$ cat src/rtl/ladybird_prefetch_unit_pkg.sv
// ladybird_config: shared configuration for the Ladybird fetch path.
//   XLEN            - architectural word width
//   PREFETCH_DEPTH  - default prefetch buffer depth / max outstanding MMU requests
//   fetch_entry_t   - one buffered fetch result {pc, inst}
//   pf_state_t      - prefetcher control state
package ladybird_config;

    localparam int unsigned XLEN           = 32;
    localparam int unsigned PREFETCH_DEPTH = 4;

    typedef struct packed {
        logic [XLEN-1:0] pc;
        logic [XLEN-1:0] inst;
    } fetch_entry_t;

    typedef enum logic {
        PF_IDLE,
        PF_RUN
    } pf_state_t;

endpackage

$ cat src/rtl/ladybird_prefetch_unit_fetch_fifo.sv
// ladybird_fetch_fifo: synchronous FIFO of fetch_entry_t.
//   clk, rst  - clock, synchronous active-high reset (storage cleared to zero)
//   i_push    - write i_entry (accepted when not full, or when full with a pop)
//   i_entry   - entry to write
//   i_pop     - remove head (ignored when empty)
//   i_flush   - discard all entries; wins over a push in the same cycle
//   o_head    - current head entry
//   o_count   - number of stored entries
//   o_empty   - no entries stored
//   o_full    - DEPTH entries stored
module ladybird_fetch_fifo
    import ladybird_config::*;
#(
    parameter int unsigned DEPTH = PREFETCH_DEPTH
) (
    input  logic                         clk,
    input  logic                         rst,
    input  logic                         i_push,
    input  fetch_entry_t                 i_entry,
    input  logic                         i_pop,
    input  logic                         i_flush,
    output fetch_entry_t                 o_head,
    output logic [$clog2(DEPTH+1)-1:0]   o_count,
    output logic                         o_empty,
    output logic                         o_full
);

    localparam int unsigned AW = $clog2(DEPTH);
    localparam int unsigned CW = $clog2(DEPTH+1);

    fetch_entry_t    r_mem [DEPTH];
    logic [AW-1:0]   r_wr;
    logic [AW-1:0]   r_rd;
    logic [CW-1:0]   r_count;
    logic            w_push;
    logic            w_pop;

    assign o_empty = (r_count == '0);
    assign o_full  = (r_count == CW'(DEPTH));
    assign o_count = r_count;
    assign o_head  = r_mem[r_rd];

    assign w_pop  = i_pop & ~o_empty;
    // When full, the slot being popped is the one written, so push+pop is safe.
    assign w_push = i_push & (~o_full | w_pop);

    always_ff @(posedge clk) begin
        if (rst) begin
            r_wr    <= '0;
            r_rd    <= '0;
            r_count <= '0;
            for (int unsigned i = 0; i < DEPTH; i++) begin
                r_mem[i] <= '0;
            end
        end else if (i_flush) begin
            r_wr    <= '0;
            r_rd    <= '0;
            r_count <= '0;
        end else begin
            if (w_push) begin
                r_mem[r_wr] <= i_entry;
                r_wr        <= r_wr + AW'(1);
            end
            if (w_pop) begin
                r_rd <= r_rd + AW'(1);
            end
            r_count <= r_count + CW'(w_push) - CW'(w_pop);
        end
    end

endmodule

$ cat src/rtl/ladybird_prefetch_unit.sv
// ladybird_prefetch_unit: sequential instruction prefetcher between fetch and MMU.
//   clk, rst               - clock, synchronous active-high reset
//   redirect_valid/_pc     - restart fetch at redirect_pc (low two bits ignored)
//   halt                   - suppress new MMU requests; in-flight ones still land
//   pc, pc_valid, pc_ready - MMU request channel (pc holds until accepted)
//   inst, inst_valid       - MMU response, in order, one per accepted request
//   o_pc, o_inst, o_valid  - head of the prefetch buffer toward decode
//   o_ready                - decode accepts the head entry
module ladybird_prefetch_unit
    import ladybird_config::*;
#(
    parameter int unsigned DEPTH = PREFETCH_DEPTH
) (
    input  logic            clk,
    input  logic            rst,
    input  logic            redirect_valid,
    input  logic [XLEN-1:0] redirect_pc,
    input  logic            halt,
    output logic [XLEN-1:0] pc,
    output logic            pc_valid,
    input  logic            pc_ready,
    input  logic [XLEN-1:0] inst,
    input  logic            inst_valid,
    output logic [XLEN-1:0] o_pc,
    output logic [XLEN-1:0] o_inst,
    output logic            o_valid,
    input  logic            o_ready
);

    localparam int unsigned CW  = $clog2(DEPTH+1);
    localparam logic [CW:0] LIM = (CW+1)'(DEPTH);

    pf_state_t       r_state;
    logic [XLEN-1:0] r_pc;
    logic [XLEN-1:0] r_resp_pc;
    logic [CW-1:0]   r_inflight;
    logic [CW-1:0]   r_drop;

    logic [XLEN-1:0] w_redirect_pc;
    logic [CW-1:0]   w_count;
    logic [CW:0]     w_occupancy;
    logic            w_empty;
    logic            w_full;
    logic            w_issue;
    logic            w_resp;
    logic            w_push;
    logic            w_pop;
    fetch_entry_t    w_head;
    fetch_entry_t    w_push_entry;

    assign w_redirect_pc = redirect_pc & ~XLEN'(3);
    assign w_occupancy   = {1'b0, w_count} + {1'b0, r_inflight};

    // Credit: every outstanding request owns a buffer slot, so responses never overflow.
    assign pc_valid = (r_state == PF_RUN) & ~halt & ~redirect_valid & (w_occupancy < LIM);
    assign pc       = r_pc;
    assign w_issue  = pc_valid & pc_ready;

    // Responses with nothing outstanding (e.g. straggling across reset) are ignored.
    assign w_resp   = inst_valid & (r_inflight != '0);
    assign w_push   = w_resp & (r_drop == '0) & ~redirect_valid;
    assign w_pop    = o_valid & o_ready;

    assign w_push_entry.pc   = r_resp_pc;
    assign w_push_entry.inst = inst;

    assign o_valid = ~w_empty;
    assign o_pc    = w_head.pc;
    assign o_inst  = w_head.inst;

    ladybird_fetch_fifo #(.DEPTH(DEPTH)) u_fifo (
        .clk     (clk),
        .rst     (rst),
        .i_push  (w_push),
        .i_entry (w_push_entry),
        .i_pop   (w_pop),
        .i_flush (redirect_valid),
        .o_head  (w_head),
        .o_count (w_count),
        .o_empty (w_empty),
        .o_full  (w_full)
    );

    always_ff @(posedge clk) begin
        if (rst) begin
            r_state    <= PF_IDLE;
            r_pc       <= '0;
            r_resp_pc  <= '0;
            r_inflight <= '0;
            r_drop     <= '0;
        end else if (redirect_valid) begin
            r_state    <= PF_RUN;
            r_pc       <= w_redirect_pc;
            r_resp_pc  <= w_redirect_pc;
            r_inflight <= r_inflight - CW'(w_resp);
            // Every request still outstanding after this cycle is stale. r_inflight
            // already includes words pending drop, so this also covers back-to-back
            // redirects without over-counting.
            r_drop     <= r_inflight - CW'(w_resp);
        end else begin
            if (w_issue) begin
                r_pc <= r_pc + XLEN'(4);
            end
            if (w_push) begin
                r_resp_pc <= r_resp_pc + XLEN'(4);
            end
            if (w_resp && (r_drop != '0)) begin
                r_drop <= r_drop - CW'(1);
            end
            r_inflight <= r_inflight + CW'(w_issue) - CW'(w_resp);
        end
    end

    a_credit: assert property (@(posedge clk) disable iff (rst) w_occupancy <= LIM);
    a_no_overflow: assert property (@(posedge clk) disable iff (rst)
        !(w_push && w_full && !w_pop));

endmodule

$ cat config.mk
export PLATFORM = sky130hd
export DESIGN_NAME = ladybird_prefetch_unit
export DESIGN_NICKNAME = d
export VERILOG_FILES = /design/src/rtl/ladybird_prefetch_unit_pkg.sv /design/src/rtl/ladybird_prefetch_unit_fetch_fifo.sv /design/src/rtl/ladybird_prefetch_unit.sv
export SDC_FILE = /design/constraint.sdc
export NUM_CORES = 1
export LEC_CHECK = 0
export ABC_AREA = 0
export CORE_ASPECT_RATIO = 0.7
export CORE_MARGIN = 2
export CORE_UTILIZATION = 40
export DETAILED_ROUTE_END_ITERATION = 6
export PLACE_DENSITY = 0.57
export RECOVER_POWER = 50
export SETUP_SLACK_MARGIN = 0.15
export SYNTH_ARGS = -nofsm -noshare
export SYNTH_HDL_FRONTEND = slang
export SYNTH_SLANG_ARGS = --single-unit
$ cat constraint.sdc
create_clock -name clk -period 6.19 [get_ports clk]
set_input_delay 1.5475 -clock clk [delete_from_list [all_inputs] [get_ports clk]]
set_output_delay 1.5475 -clock clk [all_outputs]
set_load 0.01 [all_outputs]
==> impl_results.md <==
- Grt total ovfl: 0
- Netlist cell types: 61
- Area leader, netlist: edfxtp_1
- Met3 Routed Length: 2033 microns
- Met2 WL post-DR: 17690 microns
- Total Wirelength: 38140 microns
- Total GRT Usage: 19.34%
- Final slew viol count: 200
- Outcome: finished, violations left
- Final instance area: 18260 sq um
- Async SR Flop Fraction: 0%
- Power per cell area: 288.9 nW/um^2
- I/O pins: 169
- Core Region: 37280 sq um
- CTS tree: yes
- R2R Setup Slk: 2.36 ns
- Switch share: 24.32%
- Fin util: 48.97%
- Comb power frac: 12.8%
- Startpoint type of the worst setup path: input pin
- Number of synthesized register bits: 324
- Row Count: 59
- RR Endpoint: u_fifo.r_mem[0][21]
- CP Max Fanout: 7
- Final hold vios: 0
- Post-synth EDFFs: 248
- M1 WL: 17980 microns
- Max clock buf depth: 3
- Largest family of logic cells by synthesized area: simple AND/OR/NAND/NOR gates
- CTS sink cnt: 324
- Simple logic cell fraction of the synthesized area: 19.04%
- Clock buffer count from CTS: 31
- Initial antenna violation count: 0
- Share of cells above drive strength 1: 10.88%
- DP Area: 17250 sq um
- Syn Std Cell Area: 15180 sq um
- Syn Area/Cell: 12.94 sq um
- Hold Path Sink: r_state
- Post-CTS Setup Bufs: 0
- Die W: 236.8 microns
- Initial core utilization: 40.71%
- Buf/Inv on CP: 2
- Setup TNS: 0 ns
- Post-DP HPWL: 22890 microns
- Post-synthesis compound-gate area fraction: 6.439%
- Post-synth top area share: 49.07%
- Top Layer Used: met4
- Required time worst endpoint: 4.64 ns
- Cts hold-fix bufs: 0
- Crit. path cell count: 4
- IO buf count: 162
- Area growth syn-to-layout: 20.30%
- Top post-synthesis cells by area: edfxtp_1 49%, dfxtp_1 10%, mux4_2 9.2%
- Fillers: 3242
- WHS Path Cells: 2
- Min-Delay Path Class: reg -> reg
- CP arrival: 3.74 ns
- Post-synthesis adder-cell area fraction: 1.253%
- Worst hold path startpoint: r_state
- H-tree levels: 1
- Slowest stage delay, CP: 0.79 ns
- MaxCap Viol Count: 4
- Psw: 1.283 mW
- Via count: 9814
- R2R cell count: 6
- Post-route minimum period: 5.286 ns
- CP endpoint kind: primary output
- First-pass GRT wire length: 59710 microns
- Commonest non-fill, non-tap cell in the layout: edfxtp_1
- Root Driver: clkbuf_16
- DRC: 0
- R2r startpoint: r_drop[0]
- Crit-path leading delay family: simple AND/OR/NAND/NOR gates
- Die span in y: 167.0 microns
- Clock power frac: 38.2%
- Post-route clock period utilization: 85.40%
- Reg clk slew, reported paths: 0.07 ns
- Main synth FF type: edfxtp_1
- Cell internal pwr: 3.993 mW
- Final net count: 1383
- Actual slew at the worst max-slew pin: 2.554 ns
- Slew Limit Headroom: -70.25%
- Vias in the first global route: 10.11k
- Mapped Cells: 1173
- RSZ-0062 raised after global routing: no
- Yosys warns: 0
- Cell leakage power: 6.669 nW
- Post-CTS sizing: 0
- Routed vias/inst: 5.419
- Final ANT Viol Nets: 0
- XOR/XNOR share of the synthesized area: 1.154%
- Final GP Congestion: 0.7898
- Max VDD drop: 0.2049 mV
- Worst path slowest cell: nor4b_1
- WS Path Type: in -> out
- Sequential Power Share: 49.1%
- Largest net degree at the start of global routing: 75
- Initial DRT Pass Iterations: 5
- Clk_skew: 0.01628 ns
- Routed length per instance: 21.06 microns
- Clock latency on the worst-skew pair: 0.58 ns
- Violated checks: max-capacitance violations, max-slew violations
- First-iteration detailed-routing DRC count: 855
- Setup-failing EPs final: 0
- Post-synthesis mux area share: 9.340%
- Fmax: 189.2 MHz
- N_diodes: 0
- Total die area: 39540 sq um
- Critical path, cell by cell: dlygate4sd3_1 -> nor4b_1 -> and3_1 -> clkdlybuf4s50_1
- Most frequent cells in the layout: 248 x edfxtp_1, 147 x and2_1, 128 x clkdlybuf4s50_1
- Seq/Total Area, Yosys: 59.09%
[worst max-delay path by stage]
stage	slack (ns)	startpoint	to
2_1_floorplan	1.64	inst_valid	u_fifo.r_mem[1][0]
3_3_place_gp	1.39	halt	pc_valid
3_5_place_dp	1.39	halt	pc_valid
4_1_cts	1.39	halt	pc_valid
5_1_grt	0.76	halt	pc_valid
6_report	0.90	halt	pc_valid
[final cells by class]
class                      instances  area [sq um]  share of cell area [%]
sequential                       324          8974                   49.15
multi-input combinational        715          5665                   31.03
timing repair buffer             182          1763                   9.656
clock buffer                      45         902.1                   4.941
tap                              488         610.6                   3.344
clock inverter                    13         177.7                  0.9731
inverter                          44         165.2                  0.9046
[logic make-up (layout without fill, tap and decap cells)]
logic type      count (synthesis)  count (layout)
other cells                     1               4
compound gates                134             134
xor+xnor                       20              20
buf+inv                       137             284
mux                            64              64
flops                         324             324
simple gates                  479             479
fa+ha+maj                      14              14
[per-layer routing]
metal,GRT usage (%),up-vias
met5,0,-
li1,-,4645
met2,30.54,243
met4,2.862,0
met1,28.42,4894
met3,3.580,32
[worst register-to-register path: stages (launching register included)]
cell	delay, ns
dfxtp_1	0.32
inv_1	0.09
ha_1	0.17
nand3b_1	0.39
nor4_1	0.82
clkbuf_1	1.53
and3_1	0.37
[cells in the mapped netlist, drive strengths merged (8+ instances only)]
master,n
or3,8
nand2,35
or4,9
a21oi,27
mux4,62
clkbuf,67
a211oi,22
a21boi,10
xnor2,14
and4,15
and2,188
and3,71
nand4,25
edfxtp,248
nor4,23
ha,12
inv,44
dfxtp,76
nor3,11
nor2,44
nand3,23
buf,26
o21ai,9
o31a,13
o311a,8
[sequential cells by signal, summed over array words and instances, names as in the netlist, named ones only]
register	count
u_fifo.r_mem	248
u_fifo.o_count	3
r_drop	3
r_state	1
r_inflight	3
u_fifo.r_rd	2
u_fifo.r_wr	2
pc	30
r_resp_pc	30
[stage by stage]
step / instances / hold slack [ns] / power (mW) / worst slack (ns)
after floorplan: 1176 / 0.4316 / 2.991 / 1.643
after global placement: 1753 / 0.4430 / 3.320 / 1.388
after detailed placement: 1753 / 0.4581 / 3.332 / 1.391
after CTS: 1811 / 0.4735 / 5.345 / 1.392
after global routing: 1811 / 0.5262 / 5.494 / 0.7590
final: 1811 / 0.4876 / 5.275 / 0.9036
[power by group through the flow]
| stage | combinational (mW) | sequential (mW) | clock, mW |
|---|---|---|---|
| after CTS | 0.701 | 2.59 | 2.06 |
| after global routing | 0.740 | 2.61 | 2.15 |
| after global placement | 0.693 | 2.63 | 0 |
| after detailed placement | 0.699 | 2.63 | 0 |
| after floorplan | 0.395 | 2.60 | 0 |
| final | 0.673 | 2.59 | 2.01 |
Power figures use the tool's default switching activity.
